==> src/rtl/uart_debug_loader.sv <==
// uart_debug_loader: UART command sequencer for program load and run/step.
// Ports:
//   clk, reset        clock, async active-high reset
//   i_rx_ready/data   level-style byte valid and received byte
//   i_cpu_halted      core idle/halted, gates run and step
//   o_imem_we/addr    one-cycle word write strobe and word address
//   o_imem_data       assembled instruction, held outside the write
//   o_load_done       pulse when the terminating word is written
//   o_run, o_step     one-cycle pipeline control strobes
//   o_error           one-cycle protocol error pulse
//   o_busy            high while a load is in progress
module uart_debug_loader #(
  parameter int unsigned ADDR_WIDTH     = 8,
  parameter int unsigned TIMEOUT_CYCLES = 1000000,
  parameter logic [31:0] HALT_WORD      = 32'hFFFF_FFFF,
  parameter logic [7:0]  CMD_LOAD       = 8'h4C,
  parameter logic [7:0]  CMD_RUN        = 8'h43,
  parameter logic [7:0]  CMD_STEP       = 8'h53
) (
  input  logic                  clk,
  input  logic                  reset,
  input  logic                  i_rx_ready,
  input  logic [7:0]            i_rx_data,
  input  logic                  i_cpu_halted,
  output logic                  o_imem_we,
  output logic [ADDR_WIDTH-1:0] o_imem_addr,
  output logic [31:0]           o_imem_data,
  output logic                  o_load_done,
  output logic                  o_run,
  output logic                  o_step,
  output logic                  o_error,
  output logic                  o_busy
);

  localparam int unsigned TW = $clog2(TIMEOUT_CYCLES + 1);
  localparam logic [TW-1:0] TMO_PRE = TW'(TIMEOUT_CYCLES - 2);
  localparam logic [ADDR_WIDTH-1:0] ADDR_MAX = '1;

  typedef enum logic [1:0] {
    S_IDLE,
    S_LOAD,
    S_WRITE
  } state_t;

  state_t                state;
  logic                  rx_ready_d;
  logic                  rx_ev;
  logic [ADDR_WIDTH-1:0] addr;
  logic [1:0]            byte_idx;
  logic [23:0]           shreg;
  logic [31:0]           word;
  logic [TW-1:0]         tmo_cnt;
  logic                  program_loaded;
  logic                  ovf;
  logic                  cmd_ok;

  assign rx_ev  = i_rx_ready & ~rx_ready_d;
  assign word   = {shreg, i_rx_data};
  assign cmd_ok = program_loaded & i_cpu_halted;
  assign o_busy = (state != S_IDLE);

  always_ff @(posedge clk or posedge reset) begin
    if (reset) begin
      state          <= S_IDLE;
      rx_ready_d     <= 1'b1;
      addr           <= '0;
      byte_idx       <= '0;
      shreg          <= '0;
      tmo_cnt        <= '0;
      program_loaded <= 1'b0;
      ovf            <= 1'b0;
      o_imem_we      <= 1'b0;
      o_imem_addr    <= '0;
      o_imem_data    <= '0;
      o_load_done    <= 1'b0;
      o_run          <= 1'b0;
      o_step         <= 1'b0;
      o_error        <= 1'b0;
    end else begin
      rx_ready_d  <= i_rx_ready;
      o_imem_we   <= 1'b0;
      o_load_done <= 1'b0;
      o_run       <= 1'b0;
      o_step      <= 1'b0;
      o_error     <= 1'b0;
      unique case (state)
        S_IDLE: begin
          if (rx_ev) begin
            // ~o_error keeps a timeout error followed at once
            // by a bad command from merging into a 2-cycle pulse
            unique case (1'b1)
              (i_rx_data == CMD_LOAD): begin
                addr           <= '0;
                byte_idx       <= '0;
                tmo_cnt        <= '0;
                ovf            <= 1'b0;
                program_loaded <= 1'b0;
                state          <= S_LOAD;
              end
              (i_rx_data == CMD_RUN): begin
                if (cmd_ok) o_run <= 1'b1;
                else o_error <= ~o_error;
              end
              (i_rx_data == CMD_STEP): begin
                if (cmd_ok) o_step <= 1'b1;
                else o_error <= ~o_error;
              end
              default: o_error <= ~o_error;
            endcase
          end
        end
        S_LOAD: begin
          if (rx_ev) begin
            tmo_cnt  <= '0;
            shreg    <= word[23:0];
            byte_idx <= byte_idx + 2'd1;
            if (byte_idx == 2'd3) begin
              if (ovf) begin
                o_error <= 1'b1;
                state   <= S_IDLE;
              end else begin
                o_imem_we   <= 1'b1;
                o_imem_addr <= addr;
                o_imem_data <= word;
                o_load_done <= (word == HALT_WORD);
                state       <= S_WRITE;
              end
            end
          end else if (tmo_cnt == TMO_PRE) begin
            tmo_cnt <= '0;
            o_error <= 1'b1;
            state   <= S_IDLE;
          end else begin
            tmo_cnt <= tmo_cnt + TW'(1);
          end
        end
        S_WRITE: begin
          // a byte landing in the write cycle starts the next word
          if (rx_ev) begin
            tmo_cnt  <= '0;
            shreg    <= word[23:0];
            byte_idx <= byte_idx + 2'd1;
          end
          if (o_imem_data == HALT_WORD) begin
            program_loaded <= 1'b1;
            state          <= S_IDLE;
          end else begin
            addr  <= addr + ADDR_WIDTH'(1);
            state <= S_LOAD;
            if (addr == ADDR_MAX) ovf <= 1'b1;
          end
        end
        default: state <= S_IDLE;
      endcase
    end
  end

endmodule

==> config.mk <==
export PLATFORM = sky130hd
export DESIGN_NAME = uart_debug_loader
export DESIGN_NICKNAME = d
export VERILOG_FILES = /design/src/rtl/uart_debug_loader.sv
export SDC_FILE = /design/constraint.sdc
export NUM_CORES = 1
export LEC_CHECK = 0
export BUFFER_PORTS_ARGS = -buffer_cell sky130_fd_sc_hd__buf_2
export CAP_MARGIN = 20
export CORE_MARGIN = 3
export CORE_UTILIZATION = 50
export DETAILED_ROUTE_END_ITERATION = 6
export HOLD_SLACK_MARGIN = 0.02
export PLACE_DENSITY = 0.77
export SYNTH_ARGS = -nofsm -noshare
export SYNTH_HDL_FRONTEND = slang
export SYNTH_SLANG_ARGS = --single-unit
==> constraint.sdc <==
create_clock -name clk -period 6.1 [get_ports clk]
set_input_delay 0 -clock clk [delete_from_list [all_inputs] [get_ports clk]]
set_output_delay 0 -clock clk [all_outputs]
set_load 0.01 [all_outputs]
---- Word level (Yosys, flattened, before mapping) ----
Index checks and enable logic that the tools add are counted.
word-level totals
  bits in registers ....................... 104
  latch bits .............................. 0
  memory bits (writable) .................. 0
  ROM bits ................................ 0
  input port bits ......................... 12
  output and inout port bits .............. 46
  logic and storage cells ................. 109
  memories kept ........................... 0
operators by class
  $add $sub $neg .......................... 3
  multiply operators ...................... 0
  divide/modulo/power cells ............... 0
  magnitude comparators ................... 0
  equality and inequality tests ........... 19
  shift operators ......................... 0
  multiplexer cells ....................... 52
  bitwise gates (word level) .............. 5
  reduce and logical (&&, ||, !) cells .... 15
operators with widths
  kind                                                             number
  20-bit two-way mux                                               5
  32-bit == test, second input constant                            2
  20-bit case mux with 3 select lines                              1
  1-bit two-way mux                                                27
  8-bit by 7-bit == test with 1-bit output, second input constant  3
  8-bit two-way mux                                                3
  4-bit AND reduction                                              6
  20-bit by 1-bit adder with 20-bit output, second input constant  1
  20-bit == test, second input constant                            1
  2-bit two-way mux                                                9
  8-bit case mux with 2 select lines                               1
  2-bit != test, second input constant                             6
  8-bit by 1-bit adder with 8-bit output, second input constant    1
  8-bit == test, second input constant                             1
  1-bit case mux with 2 select lines                               4
  3-bit != test, second input constant                             2
  2-bit case mux with 3 select lines                               1
  2-bit nonzero test                                               3
  5-bit AND reduction                                              1
  2-bit == test, second input constant                             2
  2-bit case mux with 2 select lines                               1
  2-bit OR reduction                                               2
  1-bit inverter                                                   3
  3-bit nonzero test                                               1
  other kinds (6)                                                  7

---- Longest topological paths before layout ----
  depth after elaboration ................. 5
  gate-level depth with buffers ........... 9
  gate-level depth less buffers ........... 7

---- Worst setup path before layout ----
No wires, ideal clock.
  path type ............................... reg-to-reg
  start point ............................. register state[0]
  end point ............................... register addr[7]
  setup time .............................. 120 ps
  arrival ................................. 2139 ps
  data required time ...................... 5980 ps
  slack ................................... 3840 ps
  cell stages (with the launch flop) ...... 10
  buffers on the path ..................... 2
  period minus slack after synthesis ...... 2260 ps
  cells stage by stage .................... dfrtp_1 > inv_1 > ha_1 > clkbuf_1 > nand3b_1 > o31a_1 > a31oi_1 > clkbuf_1 > a31oi_1 > a41o_1
between the ends
  longest elaborated chain between the ends .. 3
  elaborated cells between the ends (all ways) .. 8
  classes of those cells .................. eq/ne (4); mux (1); reduce/logical (3)
ends and longest elaborated chain
  item                                                                  line  RTL
  start, declared                                                       45    state_t state;
  start signal, assigned                                                64    state <= S_IDLE;
  start signal, assigned                                                98    state <= S_LOAD;
  start signal, assigned                                                120   state <= S_IDLE;
  2-bit == test / 2-bit logical NOT (equally long branches)             86    unique case (state)
  2-bit != test (no line) / 2-bit nonzero test (equally long branches)  -
  4-bit AND reduction (no line)                                         -
  end signal, assigned                                                  148   addr <= addr + ADDR_WIDTH'(1);
  end, declared                                                         48    logic [ADDR_WIDTH-1:0] addr;
Parallel ways exist; a longest one is shown, timed or not.
A chain may end at the register's enable or synchronous reset.

---- Worst setup path in the final report ----
  start point ............................. input i_rx_data[0]
  end point ............................... register tmo_cnt[13]
between the ends
  longest elaborated chain between the ends .. 3
ends and longest elaborated chain
  item                                      line  RTL
  start, declared                           23    input logic [7:0] i_rx_data,
  8-bit by 7-bit == test with 1-bit output  92    (i_rx_data == CMD_LOAD): begin
  2-bit != test (no line)                   -
  4-bit AND reduction (no line)             -
  end signal, assigned                      134   tmo_cnt <= tmo_cnt + TW'(1);
  end, declared                             52    logic [TW-1:0] tmo_cnt;
No other way between the ends.

==> reports/results.ini <==
[logic_synthesis]
synth_nets=503
synth_edf_count=0
synth_ff_type=dfrtp_1
synth_area_leaders=dfrtp_1 54%, nand2_1 11%, mux2_2 5.9%
synth_top_area_share_pct=53.77
synth_top_family_by_area=simple AND/OR/NAND/NOR gates
synth_compound_area_share_pct=10.21
synth_cell_types=52
synthSimpleGateAreaFrac_pct=24.28
synthMuxAreaShare_pct=6.500
netlist_instances=483
ys_warn_count=0
yosys.area.top_type=dfrtp_1
synth_xor_area_share_pct=0.3654
synthArstFlopShare_pct=100.0
syn_area_per_cell_sq_um=9.924
synth-seq-cells=104
syn_area_sq_mm=0.004793
yosysSeqAreaShare_pct=54.32
synthAdderAreaFrac_pct=2.088

[floorplanning]
die_area_sq_mm=0.01080
boundaryPins=58
die_x_um=103.9
row_count=35
chipHeight_um=103.9
core_sq_mm=0.009284
start_util_pct=51.63

[grt]
grt_max_degree=82
grtUsageMet1_pct=27.70
grt_pass1_wl_um=18180
antenna_found_initial=0
globalRouteMet2Util_pct=32.64
grtUsageTotal_pct=20.12
grt_overflow=0
use_met3_pct=3.290
top_usage_layer=met2
grt_pass1_vias=3739

[worst_setup_path]
worst_setup_path_start_kind=input pin
cp.required_ns=6.34
worst_setup_path_end_kind=flip-flop
crit_arrival_ns=2.87
critPathMaxFanout=11
crit_type=input pin to flip-flop

[outcome]
status=completed

[power_and_ir_drop]
p_leak_uw=0.002726
power_density_mw_per_mm2=422.3
power_uw=2330
peakVddDrop_v=0.0001786

[sta]
max_freq_mhz=379.9
setup_violations=0
worst_pin_slew_ns=1.037
fin_tns_setup_ns=0
rsz0062_at_grt=false
max-slew-margin-rel_pct=30.69
timing.final.crit_period_ns=2.633
fin_skew_ns=0.02100
fin_crit_sh_pct=43.16
slew_viol_final=0
hold_slack_ns=0.04451
hold_viol=0

[cts]
cts_setup_buffers=0
tritoncts.num_buffers=9
clkTransAtPathRegs_ns=0.11
clockBufferDepth=2
cts_root_buffer=clkbuf_8
clock-sinks=104
cts_tree=built
htreeDepth=3
insertion_delay_ns=0.37

[place]
place_inst=656
port_buffers=57
dp_hpwl_um=7494
place_congestion=0.8771

[detailed_routing]
viasPerCell=5.608
first_pass_iters=4
route.antenna.remaining_nets=0
num_vias=3830
routed_wl_um=10850
drc_errors=0
first_iter_violations=224
post_drt_wl_per_cell_um=15.88

[final_layout]
finalNetCount=569
instances_no_fill=683
multiInputGateArea_sq_mm=0.002082
final.fill_count=788
drive_gt1_share_pct=20.04
register_area_sq_mm=0.002604
area_growth_syn_to_layout_pct=15.09
final_util_pct=59.42
antenna_cells=0

[job]
maxCapViolCount=0

[hold_path]
holdCritPathClass=input pin to flip-flop

stage by stage:
step	instance area, sq um	setup slack (ns)
2_1_floorplan	4793	3.369
3_3_place_gp	5206	3.643
3_5_place_dp	5206	3.510
4_1_cts	5509	3.467
5_1_grt	5517	3.270
6_report	5517	3.467
per-layer routing:
metal  wire, um  share of wire (%)  vias to the layer above
met5          0                  0                        -
met4        184                1.7                        0
met3        451                4.2                       21
met2       5191                 48                      100
met1       5020                 46                     1860
li1           -                  -                     1849
cell usage after synthesis (2+ instances only):
master / number
buf_2: 2
nand3_1: 9
a21oi_1: 13
mux2_2: 25
o41ai_1: 3
nand4_1: 20
a22o_1: 6
ha_1: 8
xnor2_1: 2
a41o_1: 4
and4_1: 4
nor4_1: 8
and3_1: 10
a31oi_1: 6
o31ai_1: 7
buf_1: 2
nand4b_1: 3
nand2b_1: 2
dfrtp_1: 103
and2_1: 5
nand2_1: 140
or4_1: 7
inv_1: 11
o21ai_0: 15
nor3_1: 2
a21o_1: 4
nor2b_1: 4
clkbuf_1: 13
nand3b_1: 2
nor2_1: 19
mux2i_1: 3
kinds of logic (layout without fill, tap and decap cells):
group,after synthesis,after routing
xor+xnor,2,2
flops,104,104
mux,28,28
fa+ha+maj,8,8
buf+inv,28,99
compound gates,70,70
simple gates,243,243
power by group:
part           switching [uW]  internal, uW
registers                 201           914
logic                     456           329
clock network             266           165
total                     922          1410
path summary, 6_finish.rpt:
kind                                startpoint             end  slack (ns)  cells after the start
worst max-delay path              i_rx_data[0]     tmo_cnt[13]        3.47                      7
worst max register to register        state[0]      tmo_cnt[0]        3.53                      7
worst min-delay path              i_cpu_halted           o_run        0.04                      4
min in group asynchronous                reset     tmo_cnt[11]        0.14                      3
max in group asynchronous                reset  o_imem_addr[7]        4.68                      4
worst min register to register  o_imem_addr[3]  o_imem_addr[3]        0.48                      2
layout by cell type, fill, tap and decap left out, types with 5 or more instances in the layout:
cell / synthesis / final
a21oi_1: 13 / 13
a22o_1: 6 / 6
a31oi_1: 6 / 6
and2_1: 5 / 5
and3_1: 10 / 10
buf_2: 2 / 57
buf_4: 0 / 5
clkbuf_8: 0 / 9
dfrtp_1: 103 / 103
dlygate4sd3_1: 0 / 10
ha_1: 8 / 8
inv_1: 11 / 10
mux2_2: 25 / 25
nand2_1: 140 / 140
nand3_1: 9 / 9
nand4_1: 20 / 20
nor2_1: 19 / 19
nor4_1: 8 / 8
o21ai_0: 15 / 15
o31ai_1: 7 / 7
or4_1: 7 / 7
registers in the layout, indices dropped and copies added (netlist names), 2 cells and up:
register and count:
tmo_cnt 20, byte_idx 2, o_imem_data 32, addr 8, o_imem_addr 8, shreg 24
state 2
critical path, stage by stage:
cell and delay, ns:
dlygate4sd3_1 0.53, buf_2 0.16, or4b_4 0.57, or3_1 0.46, a21oi_1 0.61, and2_1 0.45
nor2_1 0.09
layout make-up:
| class | instances | area share (%) |
|---|---|---|
| clock inverters | 7 | 1.429 |
| inverters | 11 | 0.7938 |
| clock buffers | 9 | 2.245 |
| multi-input cells | 351 | 37.74 |
| flip-flops and latches | 104 | 47.20 |
| well taps | 129 | 2.926 |
| repair buffers | 72 | 7.666 |
timing repair:
action,in CTS,in global routing
setup endpoints to repair,0,0
hold buffers,10,0
endpoints found under the hold margin,42,0
gates resized for setup,0,0
(Power assumes the default switching activity.)
